$ cat config.mk
export PLATFORM = sky130hd
export DESIGN_NAME = enemy_sprite_fetch
export DESIGN_NICKNAME = d
export VERILOG_FILES = /design/src/rtl/contra_sprite_pkg.sv /design/src/rtl/sprite_anim_counter.sv /design/src/rtl/enemy_sprite_fetch.sv
export SDC_FILE = /design/constraint.sdc
export NUM_CORES = 1
export LEC_CHECK = 0
export BUFFER_PORTS_ARGS = -buffer_cell sky130_fd_sc_hd__buf_2
export CELL_PAD_IN_SITES_DETAIL_PLACEMENT = 0
export CELL_PAD_IN_SITES_GLOBAL_PLACEMENT = 1
export CORE_MARGIN = 1
export CORE_UTILIZATION = 43
export CTS_BUF_LIST = sky130_fd_sc_hd__clkbuf_16
export DETAILED_ROUTE_END_ITERATION = 12
export HOLD_SLACK_MARGIN = 0.1
export PLACE_DENSITY_LB_ADDON = 0.2
export SYNTH_ARGS = -nofsm -noshare
export SYNTH_HDL_FRONTEND = slang
export SYNTH_SLANG_ARGS = --single-unit
$ cat constraint.sdc
create_clock -name Clk -period 4.8 [get_ports Clk]
set_clock_uncertainty 0.05 [all_clocks]
set_input_delay 0.72 -clock Clk [delete_from_list [all_inputs] [get_ports Clk]]
set_output_delay 0.72 -clock Clk [all_outputs]
set_load 0.01 [all_outputs]
$ cat src/rtl/contra_sprite_pkg.sv
// Shared sprite types and enemy geometry for the sprite fetch blocks.
package contra_sprite_pkg;
  typedef logic [9:0] coord_t;
  typedef logic [2:0] pal_idx_t;

  localparam int ENEMY_W      = 24;
  localparam int ENEMY_H      = 32;
  localparam int ENEMY_FRAMES = 3;
  localparam pal_idx_t KEY_INDEX = 3'd0;
endpackage

$ cat src/rtl/sprite_anim_counter.sv
// Animation frame sequencer: advances one frame every FRAME_HOLD ticks while running.
module sprite_anim_counter #(
  parameter int NUM_FRAMES = 3,
  parameter int FRAME_HOLD = 6,
  parameter int FRAME_W    = 2
) (
  input  logic               i_clk,
  input  logic               i_rst_n,
  input  logic               i_tick,
  input  logic               i_run,
  output logic [FRAME_W-1:0] o_frame
);
  localparam int HOLD_W = (FRAME_HOLD > 1) ? $clog2(FRAME_HOLD) : 1;

  logic [HOLD_W-1:0]  r_hold;
  logic [FRAME_W-1:0] r_frame;

  // Standing pose wins over a coincident tick so the cycle always restarts cleanly.
  always_ff @(posedge i_clk or negedge i_rst_n) begin
    if (!i_rst_n) begin
      r_hold  <= '0;
      r_frame <= '0;
    end else if (!i_run) begin
      r_hold  <= '0;
      r_frame <= '0;
    end else if (i_tick) begin
      if (r_hold == HOLD_W'(FRAME_HOLD - 1)) begin
        r_hold  <= '0;
        r_frame <= (r_frame == FRAME_W'(NUM_FRAMES - 1)) ? '0 : r_frame + 1'b1;
      end else begin
        r_hold <= r_hold + 1'b1;
      end
    end
  end

  assign o_frame = r_frame;
endmodule

$ cat src/rtl/enemy_sprite_fetch.sv
// Enemy sprite fetch: box test + ROM address at stage 0, colour index out 3 cycles later.
module enemy_sprite_fetch
  import contra_sprite_pkg::*;
#(
  parameter int SPRITE_W   = ENEMY_W,
  parameter int SPRITE_H   = ENEMY_H,
  parameter int NUM_FRAMES = ENEMY_FRAMES,
  parameter int FRAME_HOLD = 6,
  parameter int COORD_W    = $bits(coord_t),
  parameter int ADDR_W     = 12
) (
  input  logic               Clk,
  input  logic               Reset_n,
  input  logic               frame_tick,
  input  logic               running,
  input  logic               face_left,
  input  logic [COORD_W-1:0] enemy_x,
  input  logic [COORD_W-1:0] enemy_y,
  input  logic [COORD_W-1:0] draw_x,
  input  logic [COORD_W-1:0] draw_y,
  output logic [ADDR_W-1:0]  rom_addr,
  input  logic [2:0]         rom_q,
  output logic [2:0]         palette_index,
  output logic               opaque,
  output logic [1:0]         frame_num
);
  localparam int STAGES = 2;

  logic [COORD_W-1:0] r_ex, r_ey;
  logic               r_face;
  logic [ADDR_W-1:0]  r_rom_addr;
  logic [STAGES-1:0]  r_vld_pipe;
  pal_idx_t           r_pal;
  logic               r_opq;
  logic [1:0]         w_frame;

  sprite_anim_counter #(
    .NUM_FRAMES (NUM_FRAMES),
    .FRAME_HOLD (FRAME_HOLD),
    .FRAME_W    (2)
  ) u_anim (
    .i_clk   (Clk),
    .i_rst_n (Reset_n),
    .i_tick  (frame_tick),
    .i_run   (running),
    .o_frame (w_frame)
  );

  // Position only moves during vsync so a frame never tears.
  always_ff @(posedge Clk or negedge Reset_n) begin
    if (!Reset_n) begin
      r_ex   <= '0;
      r_ey   <= '0;
      r_face <= 1'b0;
    end else if (frame_tick) begin
      r_ex   <= enemy_x;
      r_ey   <= enemy_y;
      r_face <= face_left;
    end
  end

  // Bounds computed one bit wider so a box near the right edge doesn't wrap.
  logic [COORD_W:0]   w_dx, w_dy, w_x0, w_y0, w_x1, w_y1;
  logic               w_inside;
  logic [COORD_W-1:0] w_lx, w_ly, w_col;
  logic [ADDR_W-1:0]  w_addr;

  always_comb begin
    w_dx     = {1'b0, draw_x};
    w_dy     = {1'b0, draw_y};
    w_x0     = {1'b0, r_ex};
    w_y0     = {1'b0, r_ey};
    w_x1     = w_x0 + (COORD_W+1)'(SPRITE_W);
    w_y1     = w_y0 + (COORD_W+1)'(SPRITE_H);
    w_inside = (w_dx >= w_x0) && (w_dx < w_x1) && (w_dy >= w_y0) && (w_dy < w_y1);
    w_lx     = draw_x - r_ex;
    w_ly     = draw_y - r_ey;
    w_col    = r_face ? (COORD_W'(SPRITE_W - 1) - w_lx) : w_lx;
    w_addr   = ADDR_W'(w_frame) * ADDR_W'(SPRITE_W * SPRITE_H)
             + ADDR_W'(w_ly) * ADDR_W'(SPRITE_W)
             + ADDR_W'(w_col);
  end

  always_ff @(posedge Clk or negedge Reset_n) begin
    if (!Reset_n) begin
      r_rom_addr <= '0;
      r_vld_pipe <= '0;
      r_pal      <= '0;
      r_opq      <= 1'b0;
    end else begin
      r_rom_addr <= w_inside ? w_addr : '0;
      r_vld_pipe <= {r_vld_pipe[STAGES-2:0], w_inside};
      if (r_vld_pipe[STAGES-1]) begin
        r_pal <= rom_q;
        r_opq <= (rom_q != KEY_INDEX);
      end else begin
        r_pal <= '0;
        r_opq <= 1'b0;
      end
    end
  end

  assign rom_addr      = r_rom_addr;
  assign palette_index = r_pal;
  assign opaque        = r_opq;
  assign frame_num     = w_frame;
endmodule

# == After elaboration in Yosys (flattened, before gate mapping) ==
# Cells that the tools add are included.
# totals
ff_bits,44
input_bits,48
word_cells,44
# op_classes
add_sub_neg,9
multipliers,2
magnitude_cmp,4
eq_ne,4
muxes,11
reduce_logical,5
# ops
operator,count
10-bit by 11-bit < comparator with 1-bit output,2
10-bit greater-or-equal comparator,2
10-bit subtractor,2
12-bit by 10-bit adder with 12-bit output,1
12-bit adder,1
12-bit two-way mux,1
3-bit two-way mux,4
10-bit by 5-bit adder with 11-bit output (second input constant),1
10-bit by 6-bit adder with 11-bit output (second input constant),1
10-bit by 2-bit multiplier with 9-bit output (second input constant),1
10-bit two-way mux,1
5-bit by 10-bit subtractor with 10-bit output (first input constant),1
2-bit two-way mux,4
2-bit by 2-bit multiplier with 4-bit output (second input constant),1
3-bit by 1-bit adder with 3-bit output (second input constant),1
3-bit == test (second input constant),1
1-bit logical AND,3
3-bit nonzero test,1
2-bit by 1-bit adder with 2-bit output (second input constant),1
2-bit == test (second input constant),1
2-bit by 1-bit != test with 1-bit output (second input constant),1
2-bit != test (second input constant),1
2-bit AND reduction,1
1-bit two-way mux,1

# == Longest topological paths before layout ==
# depth
depth_word,6
ltp_mapped,20
ltp_nobuf,20

# == Hierarchy ==
# A second synthesis with hierarchy kept.
# hier_totals
cells_unflattened,393
area_unflattened_um2,3677.3
# by_module_without_submodules
mod,instances,cells_each,area_each_um2,seq_area_each_um2
enemy_sprite_fetch,1,373,3432.0,975.9
sprite_anim_counter,1,20,245.2,125.1

# == Worst setup path after synthesis ==
# No wires, ideal clock.
# synth_timing
kind,input -> register
from,input port draw_x[0]
to,register r_rom_addr[11] (netlist: rom_addr[11])
setup_ps,119
arrival_time_ps,4188
t_required_ps,4631
slack_ps,443
cell_stages,19
n_path_buf,0
path_cell_list,inv_1 ha_1 inv_1 fa_1 a211oi_1 nor2_1 o21a_1 nor2_1 xnor2_1 o31ai_1 xor2_1 fa_1 ha_1 nand2_1 o21ai_0 o41ai_1 xor2_1 xnor2_1 nor2_1
# synth_via
elab_chain_cells,5
elab_cells_between_ends,10
cone_classes,3 x add/sub; 2 x order compare; 2 x mux; 3 x reduce/logical
# synth_rtl
item,line_no,rtl
start: declaration,enemy_sprite_fetch.sv:19,"input logic [COORD_W-1:0] draw_x,"
"10-bit subtractor, or another cell as far along",enemy_sprite_fetch.sv:76,w_lx = draw_x - r_ex;
5-bit by 10-bit subtractor with 10-bit output / 1-bit logical AND (equally long branches),"enemy_sprite_fetch.sv:78, enemy_sprite_fetch.sv:75",
10-bit two-way mux / 1-bit logical AND (equally long branches),"enemy_sprite_fetch.sv:78, enemy_sprite_fetch.sv:75",
12-bit by 10-bit adder with 12-bit output / 1-bit logical AND (equally long branches),"enemy_sprite_fetch.sv:81, enemy_sprite_fetch.sv:75",
12-bit two-way mux (*),enemy_sprite_fetch.sv:91,r_rom_addr <= w_inside ? w_addr : '0;
end signal: assignment,enemy_sprite_fetch.sv:91,
end: declaration,enemy_sprite_fetch.sv:31,logic [ADDR_W-1:0] r_rom_addr;
# Mark *: on every way between the ends. The rest lies on a longest branch, timed or not.
# A chain may end at the register's enable or synchronous reset.

# == Worst setup path after layout ==
# Same ends and word-level chain as after synthesis.

==> flow_metrics.py <==
metrics = {
    "pwr": {
        "total_power_w": 0.00202,
        "ir_drop_uv": 244,
        "total_power_divided_by_cell_area_mw_per_mm2": 476,
        "cellLeakagePower_nw": 2.19,
    },
    "worst_setup_path": {
        "path_max_fanout": 4,
        "critical_path.startpoint_type": "primary input",
        "worstReg2RegStart": "r_ey[0]",
        "path_common_cell": "nor2_1",
        "critical_path.reg2reg.endpoint": "rom_addr[11]",
        "criticalPathCategory": "in -> reg",
        "r2r.worst_path.cells": 16,
        "element_type_at_the_critical_path_end": "flop",
        "arrival_time_at_the_worst_endpoint_ps": 4550,
        "r2r_slack_ps": 540,
        "critPathMaxStageDelay_ps": 450,
        "crit_path_cell_trace": "buf_2 > inv_1 > ha_1 > inv_1 > fa_1 > a211oi_1 > nor2_1 > o21a_1 > nor2_1 > xnor2_1 > o31ai_1 > xor2_1 > fa_1 > ha_1 > nand2_1 > o21ai_0 > o41ai_1 > xor2_1 > xnor2_1 > nor2_1",
        "critical_path.slowest_cell": "fa_1",
        "worstPathRequired_ps": 4920,
    },
    "synthesis": {
        "number_of_instances_in_the_synthesized_netlist": 397,
        "yosysTopAreaCellShare": 0.302,
        "avgSynthCellArea_um2": 9.17,
        "synthesis.yosys.warnings": 0,
        "yosys_reg_bits": 44,
        "syn_area_mm2": 0.00364,
        "synth_top_cell_by_area": "dfrtp_1",
        "ys_types": 45,
        "postSynthNetCount": 511,
        "synth_sequential_area_ratio": 0.302,
        "ys_top_cells_by_area": "dfrtp_1 (30%), ha_1 (21%), xnor2_1 (6.5%), xor2_1 (4.3%), inv_1 (4.1%)",
    },
    "global_routing": {
        "grt_usage": 0.184,
        "grt_antenna_before_repair": 0,
        "first_pass_grt_wire_length_um": 12600,
        "grt_max_degree": 45,
        "aggregate_global_routing_overflow": 0,
        "first_global_vias": 2720,
    },
    "min_path": {
        "min_delay_startpoint": "r_vld_pipe[0]",
        "min_delay_path_depth": 0,
        "min_delay_worst_endpoint": "r_vld_pipe[1]",
        "hp-class": "reg -> reg",
    },
    "placement": {
        "placed_cell_area_mm2": 0.00407,
        "port_buffers": 65,
        "place_ws_ps": 99.9,
        "finalWeightedCongestion": 0.857,
        "dp_hpwl_um": 6090,
    },
    "clock_network": {
        "ctsLongestPathBuffers": 2,
        "cts.hold.buffers_added": 0,
        "clk_tree_root_cell": "clkbuf_16",
        "ctsResizeCount": 0,
        "insertion_delay_ps": 290,
        "cts_num_sinks": 44,
        "cts_tree": "built",
        "cts.repair_timing.setup_buffer_count": 0,
        "numCtsBuffers": 5,
        "max_h_tree_level": 2,
        "clk_transition_reported_paths_ps": 60,
    },
    "detailed_routing": {
        "drt-initial-drc-count": 53,
        "avgRoutedWirePerCell_um": 13.0,
        "vias": 2864,
        "drcViolationCount": 0,
        "total_detailed_routing_wirelength_um": 7410,
        "ant_nets": 0,
        "route.detailed.vias_per_inst": 5.03,
        "drt_first_pass_iters": 4,
    },
    "finish": {
        "multiInputGateArea_mm2": 0.00236,
        "area_delta_synth_final_pct": 16.4,
        "ff_latch_area_mm2": 0.00110,
        "final_layout_size_suffix_gt1_frac": 0.179,
        "finish.net_count": 577,
        "final_area_mm2": 0.00424,
        "number_of_fill_cells_in_the_layout": 812,
        "fin_util": 0.516,
        "antenna-diode-count": 0,
    },
    "sta": {
        "post-route-period-util": 0.923,
        "fmax_ghz": 0.226,
        "final_ws_setup_ps": 368,
        "finalHoldViolCount": 0,
        "drv_slew": 0,
        "relSlewSlack": 0.341,
        "final-setup-viol-count": 0,
        "grt_setup_unrepaired": "false",
        "tightest_slew_ps": 989,
        "setup_total_negative_slack_ps": 0,
        "period_minus_slack_ps": 4430,
    },
    "die": {
        "fp.dieArea_mm2": 0.00884,
        "floorplan.initialDensity": 0.443,
        "die_width_um": 94.0,
        "die_height_um": 94.0,
        "coreArea_mm2": 0.00822,
        "floorplan.io_pins": 66,
        "placementRows": 33,
    },
    "job": {
        "max_cap_viol_count": 0,
    },
    "outcome": {
        "outcome": "completed",
    },
}
==> per-stage QoR <==
stage / hold slack [ps] / instances
after global placement: 287 / 561
final: 299 / 569
after global routing: 309 / 569
after detailed placement: 287 / 561
after CTS: 302 / 569
after floorplan: 281 / 397
==> cell type report <==
| type | count | share of cell area |
|---|---|---|
| multi-input cells | 307 | 0.557 |
| flip-flops and latches | 44 | 0.260 |
| repair buffers | 65 | 0.0767 |
| inverters | 40 | 0.0354 |
| well taps | 105 | 0.0310 |
| clock buffers | 5 | 0.0295 |
| clock inverters | 3 | 0.0109 |
==> sequential cells by signal (all words and copies together), names as in the netlist <==
register,flops
rom_addr,12
r_ex,10
r_ey,10
palette_index,3
u_anim.r_hold,3
r_vld_pipe,2
u_anim.o_frame,2
opaque,1
r_face,1
==> metal layers <==
metal / vias up / routed length (um) / GRT usage
met5: - / 0 / 0
met4: 0 / 132 / 0.0551
met3: 11 / 275 / 0.0340
met2: 63 / 3380 / 0.294
met1: 1289 / 3620 / 0.252
li1: 1501 / - / -
==> critical path: cells and delay by family <==
family / cells / cell delay, ps
fa+ha+maj: 4 / 1360
xor+xnor: 4 / 700
compound gates: 5 / 1210
simple gates: 4 / 350
buf+inv: 3 / 200
==> synthesized netlist by cell type, drive strengths merged <==
cell type / number
nand4b: 1
o22a: 1
a211o: 1
o21ai: 29
nand3: 5
nor2: 27
o21a: 5
nand4: 2
or3: 2
a211oi: 6
a21boi: 1
a21o: 10
nor4: 1
clkbuf: 5
nor3: 9
o22ai: 1
fa: 6
o41ai: 3
ha: 60
mux2: 3
buf: 1
or2: 1
nand3b: 1
and2: 5
o31ai: 2
a221oi: 1
nand2: 38
dfrtp: 44
nand2b: 2
or4b: 1
inv: 40
nor4b: 1
and4: 1
a31oi: 4
a21oi: 16
nor2b: 7
a31o: 1
xor2: 18
o21bai: 2
mux2i: 3
o2111ai: 2
or3b: 1
xnor2: 27
==> placed cells by master (no fill, tap or decap), types with 6 or more instances in the layout <==
cell type	Yosys	routed
xor2_1	18	18
a211oi_1	6	6
ha_1	60	60
fa_1	6	6
dfrtp_1	44	44
a21oi_1	15	15
nand2_1	38	38
nor2_1	27	27
inv_1	40	40
xnor2_1	27	27
nor2b_1	7	7
nor3_1	9	9
o21ai_0	29	29
a21o_1	9	9
buf_2	0	65
==> power by group <==
| group | internal [W] | switching (W) |
|---|---|---|
| registers | 0.000409 | 0.0000200 |
| clock network | 0.000247 | 0.000149 |
| logic | 0.000550 | 0.000644 |
| total | 0.00121 | 0.000812 |
==> cell families after synthesis <==
family          after synthesis  synth area share
compound gates               85             0.147
fa+ha+maj                    66             0.239
simple gates                105             0.136
xor+xnor                     45             0.108
mux                           6            0.0175
flops                        44             0.302
buf+inv                      46            0.0495
==> worst max path at each step <==
stage	from	to	slack, ps	cells after the start
after global placement	draw_x[0]	rom_addr[11]	130	20
final	draw_x[0]	rom_addr[11]	370	20
after floorplan	draw_x[0]	rom_addr[11]	440	19
after detailed placement	draw_x[0]	rom_addr[11]	100	20
after CTS	draw_x[0]	rom_addr[11]	340	20
after global routing	draw_x[0]	rom_addr[11]	70	20
Power figures use the tool's default switching activity.
